[src/rtl/apb_fifo_pkg.sv]
// APB FIFO completer: register offsets, bit positions, FSM states.
// Shared by apb_fifo_mem and apb_fifo_slave.
package apb_fifo_pkg;

   localparam logic [11:0] OFF_CTRL   = 12'h000;
   localparam logic [11:0] OFF_STATUS = 12'h004;
   localparam logic [11:0] OFF_WDATA  = 12'h008;
   localparam logic [11:0] OFF_RDATA  = 12'h00C;

   localparam int CTRL_EN    = 0;
   localparam int CTRL_FLUSH = 1;

   localparam int STAT_EMPTY   = 0;
   localparam int STAT_FULL    = 1;
   localparam int STAT_OVF     = 2;
   localparam int STAT_UDF     = 3;
   localparam int STAT_CNT_LSB = 4;

   typedef enum logic [1:0] {
      S_IDLE,
      S_WAIT,
      S_ACCESS
   } state_e;

endpackage

[src/rtl/apb_fifo_mem.sv]
// FIFO storage with wrapping read/write pointers and occupancy count.
// Storage is not reset; only pointers and count are.
module apb_fifo_mem
   import apb_fifo_pkg::*;
#(
   parameter int DEPTH = 8,
   parameter int DW    = 32
) (
   input  logic                   clk_i,
   input  logic                   rst_i,
   input  logic                   push_i,
   input  logic                   pop_i,
   input  logic                   flush_i,
   input  logic [DW-1:0]          din_i,
   output logic [DW-1:0]          dout_o,
   output logic [$clog2(DEPTH):0] count_o,
   output logic                   full_o,
   output logic                   empty_o
);

   localparam int AW = $clog2(DEPTH);

   logic [DW-1:0] mem_q [DEPTH];
   logic [AW-1:0] wr_ptr_q, wr_ptr_d;
   logic [AW-1:0] rd_ptr_q, rd_ptr_d;
   logic [AW:0]   cnt_q, cnt_d;
   logic          do_push, do_pop;

   assign full_o  = (cnt_q == (AW+1)'(DEPTH));
   assign empty_o = (cnt_q == '0);
   assign count_o = cnt_q;
   assign dout_o  = mem_q[rd_ptr_q];

   assign do_push = push_i & ~full_o;
   assign do_pop  = pop_i & ~empty_o;

   always_comb begin
      wr_ptr_d = wr_ptr_q;
      rd_ptr_d = rd_ptr_q;
      cnt_d    = cnt_q;
      if (flush_i) begin
         wr_ptr_d = '0;
         rd_ptr_d = '0;
         cnt_d    = '0;
      end else begin
         if (do_push) wr_ptr_d = wr_ptr_q + 1'b1;
         if (do_pop)  rd_ptr_d = rd_ptr_q + 1'b1;
         cnt_d = cnt_q + {{AW{1'b0}}, do_push}
                       - {{AW{1'b0}}, do_pop};
      end
   end

   always_ff @(posedge clk_i or posedge rst_i) begin
      if (rst_i) begin
         wr_ptr_q <= '0;
         rd_ptr_q <= '0;
         cnt_q    <= '0;
      end else begin
         wr_ptr_q <= wr_ptr_d;
         rd_ptr_q <= rd_ptr_d;
         cnt_q    <= cnt_d;
      end
   end

   always_ff @(posedge clk_i) begin
      if (do_push & ~flush_i) mem_q[wr_ptr_q] <= din_i;
   end

endmodule

[src/rtl/apb_fifo_slave.sv]
// APB completer fronting a small FIFO (CTRL/STATUS/WDATA/RDATA).
// Define APB_FIFO_WAIT_EN to add one wait state to every transfer.
module apb_fifo_slave
   import apb_fifo_pkg::*;
#(
   parameter int DEPTH = 8,
   parameter int DW    = 32
) (
   input  logic          PCLK,
   input  logic          PRESET,
   input  logic          PSEL,
   input  logic          PENABLE,
   input  logic          PWRITE,
   input  logic [31:0]   PADDR,
   input  logic [DW-1:0] PWDATA,
   output logic [DW-1:0] PRDATA,
   output logic          PREADY,
   output logic          irq_nempty
);

   localparam int CW = $clog2(DEPTH) + 1;

`ifdef APB_FIFO_WAIT_EN
   localparam state_e FIRST_ST = S_WAIT;
`else
   localparam state_e FIRST_ST = S_ACCESS;
`endif

   state_e  state_q;
   logic    en_q, ovf_q, udf_q;
   logic    is_ctrl, is_stat, is_wdat, is_rdat;
   logic    wr_done, rd_done;
   logic    push, pop, flush;
   logic    full, empty;
   logic [CW-1:0] count;
   logic [DW-1:0] dout, rdata;
   logic    unused_paddr;

   assign unused_paddr = ^PADDR[31:12];

   assign is_ctrl = (PADDR[11:0] == OFF_CTRL);
   assign is_stat = (PADDR[11:0] == OFF_STATUS);
   assign is_wdat = (PADDR[11:0] == OFF_WDATA);
   assign is_rdat = (PADDR[11:0] == OFF_RDATA);

   assign PREADY  = (state_q == S_ACCESS) & PSEL & PENABLE;
   assign wr_done = PREADY & PWRITE;
   assign rd_done = PREADY & ~PWRITE;

   assign push  = wr_done & is_wdat & en_q & ~full;
   assign pop   = rd_done & is_rdat & en_q & ~empty;
   assign flush = wr_done & is_ctrl & PWDATA[CTRL_FLUSH];

   assign irq_nempty = en_q & ~empty;

   apb_fifo_mem #(
      .DEPTH (DEPTH),
      .DW    (DW)
   ) u_mem (
      .clk_i   (PCLK),
      .rst_i   (PRESET),
      .push_i  (push),
      .pop_i   (pop),
      .flush_i (flush),
      .din_i   (PWDATA),
      .dout_o  (dout),
      .count_o (count),
      .full_o  (full),
      .empty_o (empty)
   );

   // Deselect in WAIT/ACCESS aborts the transfer without side effects.
   always_ff @(posedge PCLK or posedge PRESET) begin
      if (PRESET) begin
         state_q <= S_IDLE;
      end else begin
         unique case (state_q)
            S_IDLE:
               if (PSEL & ~PENABLE) state_q <= FIRST_ST;
            S_WAIT:
               state_q <= PSEL ? S_ACCESS : S_IDLE;
            S_ACCESS:
               if (~PSEL | PREADY) state_q <= S_IDLE;
            default:
               state_q <= S_IDLE;
         endcase
      end
   end

   always_ff @(posedge PCLK or posedge PRESET) begin
      if (PRESET) begin
         en_q  <= 1'b0;
         ovf_q <= 1'b0;
         udf_q <= 1'b0;
      end else begin
         if (wr_done & is_ctrl) en_q <= PWDATA[CTRL_EN];
         if (flush) begin
            ovf_q <= 1'b0;
            udf_q <= 1'b0;
         end else begin
            if (wr_done & is_wdat & full)  ovf_q <= 1'b1;
            if (rd_done & is_rdat & empty) udf_q <= 1'b1;
         end
      end
   end

   always_comb begin
      rdata = '0;
      unique case (1'b1)
         is_ctrl: rdata[CTRL_EN] = en_q;
         is_stat: begin
            rdata[STAT_EMPTY] = empty;
            rdata[STAT_FULL]  = full;
            rdata[STAT_OVF]   = ovf_q;
            rdata[STAT_UDF]   = udf_q;
            rdata[STAT_CNT_LSB +: CW] = count;
         end
         is_rdat: if (en_q & ~empty) rdata = dout;
         default: rdata = '0;
      endcase
   end

   assign PRDATA = PREADY ? rdata : '0;

endmodule

[config.mk]
export PLATFORM = sky130hd
export DESIGN_NAME = apb_fifo_slave
export DESIGN_NICKNAME = d
export VERILOG_FILES = /design/src/rtl/apb_fifo_pkg.sv /design/src/rtl/apb_fifo_mem.sv /design/src/rtl/apb_fifo_slave.sv
export SDC_FILE = /design/constraint.sdc
export NUM_CORES = 1
export LEC_CHECK = 0
export CORE_AREA = 2 2 195 197
export DETAILED_ROUTE_END_ITERATION = 10
export DIE_AREA = 0 0 197 199
export MAX_ROUTING_LAYER = met4
export SYNTH_ARGS = -nofsm -noshare
export SYNTH_HDL_FRONTEND = slang
export SYNTH_HIERARCHICAL = 1
export SYNTH_SLANG_ARGS = --single-unit
[constraint.sdc]
create_clock -name PCLK -period 5.2 [get_ports PCLK]
set_input_delay 1.04 -clock PCLK [delete_from_list [all_inputs] [get_ports PCLK]]
set_output_delay 1.04 -clock PCLK [all_outputs]
set_load 0.005 [all_outputs]
After elaboration in Yosys (flattened, before gate mapping):

Memories as Yosys holds them, arrays and structs flattened.
Index checks and enable logic that the tools add are counted.

* bits in registers: 15
* bits in writable memories: 256
* input bits: 69
* output and inout bits: 34
* word-level logic and storage cells: 74
* memories: 1

* $add $sub $neg: 4
* equality and inequality tests: 8
* multiplexer cells: 20
* bitwise gates (word level): 26
* reduce and logical (&&, ||, !) cells: 8

Memory list
* u_mem.mem_q: words 8, width 32, read ports 1, clocked after memory_dff 0, wr ports 1, RTL line apb_fifo_mem.sv:23 `logic [DW-1:0] mem_q [DEPTH];`

Operators with widths (number)
* two-way mux 32 bit: 2
* == test 12 x 4 -> 1 bit (second input constant): 2
* two-way mux 24 bit: 1
* AND 1 bit: 19
* one-hot mux 7 bit (2 select lines): 1
* == test 12 x 3 -> 1 bit (second input constant): 1
* logical NOT 12 bit: 1
* two-way mux 3 bit: 4
* nonzero test 2 bit: 4
* adder 3 x 1 -> 3 bit (second input constant): 2
* two-way mux 1 bit: 6
* two-way mux 2 bit: 3
* NOT 1 bit: 6
* one-hot mux 2 bit (3 select lines): 1
* adder 4 x 1 -> 4 bit: 1
* == test 4 bit (second input constant): 1
* logical NOT 4 bit: 1
* two-way mux 4 bit: 1
* subtractor 4 x 1 -> 4 bit: 1
* one-hot mux 1 bit (3 select lines): 1
* == test 2 x 1 -> 1 bit (second input constant): 1
* == test 2 bit (second input constant): 1
* logical NOT 2 bit: 1
* != test 2 x 1 -> 1 bit (second input constant): 1
* other kinds (3): 3

Longest topological paths before layout:

* word-level depth: 11
* gate-level depth with buffers: 13
* depth with buffers taken out: 12

Hierarchy:

Netlist, hierarchy kept.

By module, submodules not included
* apb_fifo_mem: instances 1, cells each 445, area an instance 10408.7 sq um, sequential area each 7937.6 sq um
* apb_fifo_slave: instances 1, cells each 72, area an instance 593.1 sq um, sequential area each 100.1 sq um

Least setup slack after synthesis:

OpenSTA, ideal clock, no wires.

* kind: input-to-reg
* start point: input port PADDR[1]
* end point: memory u_mem.mem_q[0][0], enable pin
* setup time: 461 ps
* arrival: 4494 ps
* required time: 4739 ps
* slack: 245 ps
* cell stages on the path: 5
* path buffers: 0
* path through: nor4_4 -> nand4_1 -> nor4_1 -> nand4_1 -> nor3_1

* word-level cells in the longest chain between the ends: 8
* elaborated cells between the ends (all ways): 12
* those cells by class: eq/ne: 1; mux: 2; bitwise: 8; reduce/logical: 1

Ends and longest elaborated chain
* from (decl): RTL line apb_fifo_slave.sv:14 `input logic [31:0] PADDR,`
* == test 12 x 4 -> 1 bit: RTL line apb_fifo_slave.sv:43 `assign is_wdat = (PADDR[11:0] == OFF_WDATA);`
* AND 1 bit (3 in series): RTL line apb_fifo_slave.sv:50 `assign push = wr_done & is_wdat & en_q & ~full;`
* named net push: RTL line apb_fifo_slave.sv:33 `logic push, pop, flush;`
* AND 1 bit: RTL line apb_fifo_mem.sv:34 `assign do_push = push_i & ~full_o;`
* AND 1 bit: RTL line apb_fifo_mem.sv:66 `if (do_push & ~flush_i) mem_q[wr_ptr_q] <= din_i;`
* two-way mux 1 bit: RTL line apb_fifo_mem.sv:66
* two-way mux 1 bit (implied by the code): RTL line apb_fifo_mem.sv:66
* to (decl): RTL line apb_fifo_mem.sv:23

The timed path passes the listed nets, and every way through them passes these cells.

Worst setup path after layout:

* start point: input port PADDR[0]
* end point: output port PRDATA[4]

* word-level cells in the longest chain between the ends: 3
* elaborated cells between the ends (all ways): 4
* those cells by class: eq/ne: 2; mux: 2

Ends and longest elaborated chain
* == test 12 x 4 -> 1 bit / == test 12 x 3 -> 1 bit (equally long branches): RTL line apb_fifo_slave.sv:44, apb_fifo_slave.sv:42
* one-hot mux 7 bit (2 select lines) *: RTL line apb_fifo_slave.sv:109 `unique case (1'b1)`
* two-way mux 32 bit *: RTL line apb_fifo_slave.sv:123 `assign PRDATA = PREADY ? rdata : '0;`
* to (decl): RTL line apb_fifo_slave.sv:16 `output logic [DW-1:0] PRDATA,`

Mark *: on every way between the ends. The rest lies on a longest branch, timed or not.

==> results.toml <==
[floorplan]
die_w_um = 197
pin_count = 103
die-area_mm2 = 0.03920
rows = 71
core_mm2 = 0.03713
die_h_um = 199
start_util = 0.2963

[synth]
synth-main-ff-cell = "edfxtp_1"
synthTopCellsByCount = "edfxtp_1 (256), mux4_2 (41), mux2_2 (33)"
ys_warn_count = 6
ys_seq_elements = 270
synthCells = 517
synth.distinct_cells = 45
netlist_area_mm2 = 0.01100
syn-mean-instance-area_um2 = 21.28
yosys.area.top_type = "edfxtp_1"
synth_top_area_share = 0.6987
synth_sequential_area_ratio = 0.7306
synth_area_leaders = "edfxtp_1 (70%), mux4_2 (8.4%), mux4_1 (5.5%)"
synth-edff-count = 256
async_flop_share = 0.05185
yosysMostFrequentCell = "edfxtp_1"
synthesis.nets = 595

[run_status]
status = "finished, final reports clean"

[pwr]
power_switching_share = 0.1917
p_sw_uw = 836.0
power.internal_uw = 3526
p_leak_uw = 0.004263
power_density_mw_per_mm2 = 325.4
peakVddDrop_v = 0.0002040
pwr-share-seq = 0.547
power.share.combinational = 0.021
power_frac_clock = 0.432
power_uw = 4362

[routing]
first_pass_iters = 6
vias_per_cell = 4.633
wl_mm = 22.22
wl_per_cell_um = 19.77
num_vias = 5208
drtAntennaViolNets = 0
drc_errors = 0
drt_iter0_drc = 192

[timing]
worst_pin_slew_ns = 1.089
rsz0062_at_grt = "false"
period_minus_slack_ns = 4.442
fin_worst_skew_ns = 0.01248
setup-tns-final_ns = 0
final-hold-violation-count = 0
slew_viol_final = 0
setup_viol = 0
period_share = 0.8542
relSlewSlack = 0.2737
max_freq_ghz = 0.2251

[placed_design]
placed_cells = 1074
place.gp.congestion = 0.7160
post_dp_cell_area_mm2 = 0.01254
hpwl_mm = 12.98
port_buffers = 82

[min_path]
hold_class = "register to register"
hp-start = "ovf_q"

[cells_and_area]
finalNetCount = 707
fin_util = 0.3610
design_area_mm2 = 0.01341
n_antenna_cell = 0
area_delta_synth_final_pct = 21.85
fin_cells = 1124
layout-drive-gt1-share = 0.2431

[cts]
numClockSinks = 270
cts_buffers = 27
hold_buffers = 0
clock_latency_ns = 0.53
cts_tree = "built"
cts_resized = 0
h-tree-depth = 1
path_clk_slew_ns = 0.06
cts_root_buf = "clkbuf_16"
cts.path.max_buffers = 3
cts_setup_buffers = 0

[global_route]
grt_max_degree = 43
grt_pass1_vias = 5537
grt_overflow = 0
antenna_found_initial = 0
grt_use_total = 0.1184
grt_pass1_wl_mm = 33.91

[critical_path]
cp_data_arrival_time_ns = 3.40
reg2reg_from = "u_mem/count_o[2]"
end_kind = "output port"
setup.worst_path.class = "primary input to output port"
required_ns = 4.16
crit_path_max_incr_delay_ns = 0.53
crit_slowest_cell = "nor3b_2"
path_cells = "clkdlybuf4s50_1, nor4_4, nand4_4, nor3b_2, a22o_1, clkdlybuf4s50_1"
startpoint_type = "primary input"
crit_family = "simple AND/OR/NAND/NOR gates"
critPathLaunch = "PADDR[0]"
crit_top_cell = "clkdlybuf4s50_1"
critPathBufInv = 2
path_max_fanout = 8

[flow_run]
drv_cap = 0
cells by family after synthesis:
group | share of synthesized area
AND/OR/NAND/NOR | 0.04742
AO/OA/AOI/OAI | 0.01308
buffers and inverters | 0.02161
adder cells (fa/ha/maj) | 0.01092
flip-flops | 0.7306
multiplexers | 0.1756
XOR/XNOR | 0.0007962
final cells by class:
| cell class | instances | area, µm² |
|---|---|---|
| clock inverters | 22 | 186.4 |
| repair buffers | 107 | 1059 |
| well taps | 474 | 593.1 |
| clock buffers | 28 | 679.4 |
| multi-input cells | 208 | 2788 |
| flip-flops and latches | 270 | 8044 |
| fillers | 3450 | 23730 |
| inverters | 15 | 56.30 |
layout by cell type (no fill, tap or decap), drive strengths merged, types with 3 or more instances in the layout:
cell type	count
clkbuf	28
a22o	7
and2	24
ha	8
edfxtp	256
nor2b	7
buf	25
nor4	5
mux2	35
nand2b	6
clkdlybuf4s50	82
clkinv	16
o21ai	3
nor3	5
a21oi	3
nand2	5
bufinv	3
nor2	13
nand4	3
inv	17
mux4	64
dfrtp	14
worst register-to-register path, stage by stage, from the launching register on:
cell	delay, ns
dfrtp_1	0.34
inv_1	0.08
ha_1	0.21
nor3b_1	0.14
buf_4	0.17
nor4_4	0.30
buf_12	0.24
nor2b_1	0.18
nor2b_1	0.30
ha_1	0.29
inv_1	0.05
ha_1	0.17
fa_1	0.42
nor2b_1	0.13
power groups by stage:
| stage | combinational (µW) | sequential, µW | clock (µW) |
|---|---|---|---|
| final | 92.0 | 2390 | 1880 |
| after global routing | 105 | 2380 | 2040 |
| after CTS | 93.6 | 2380 | 1950 |
| after detailed placement | 92.5 | 2430 | 0 |
| after global placement | 89.9 | 2430 | 0 |
| after floorplan | 23.4 | 2430 | 0 |
worst paths after layout:
check	to	slack, ns	depth (start not counted)
min in group asynchronous	udf_q	0.73	2
max reg2reg	u_mem/count_o[1]	2.04	13
max	PRDATA[4]	0.76	6
min	ovf_q	0.53	1
min reg2reg	ovf_q	0.53	1
max in group asynchronous	u_mem/rd_ptr_q[1]	4.03	2
routing by layer:
metal | wire length, µm | up-vias | part of all wire | GRT usage
li1 | - | 2357 | - | -
met1 | 9834 | 2739 | 0.44 | 0.1516
met2 | 11300 | 82 | 0.51 | 0.2006
met3 | 765 | 30 | 0.034 | 0.01746
met4 | 317 | 0 | 0.014 | 0.02618
met5 | 0 | - | 0 | -
stage by stage:
step / setup slack, ns / hold slack (ns)
3_5_place_dp: 0.7098 / 0.5132
3_3_place_gp: 0.7346 / 0.4950
2_1_floorplan: 0.2453 / 0.4815
5_1_grt: 0.5970 / 0.5607
4_1_cts: 0.7074 / 0.5302
6_report: 0.7584 / 0.5306
sequential cells by signal, indices dropped and copies added, names as in the netlist:
register / count
udf_q: 1
u_mem/count_o: 4
ovf_q: 1
u_mem/rd_ptr_q: 3
en_q: 1
u_mem/wr_ptr_q: 3
u_mem/mem_q: 256
state_q: 1
No activity file was read; power rests on OpenSTA's default activity.
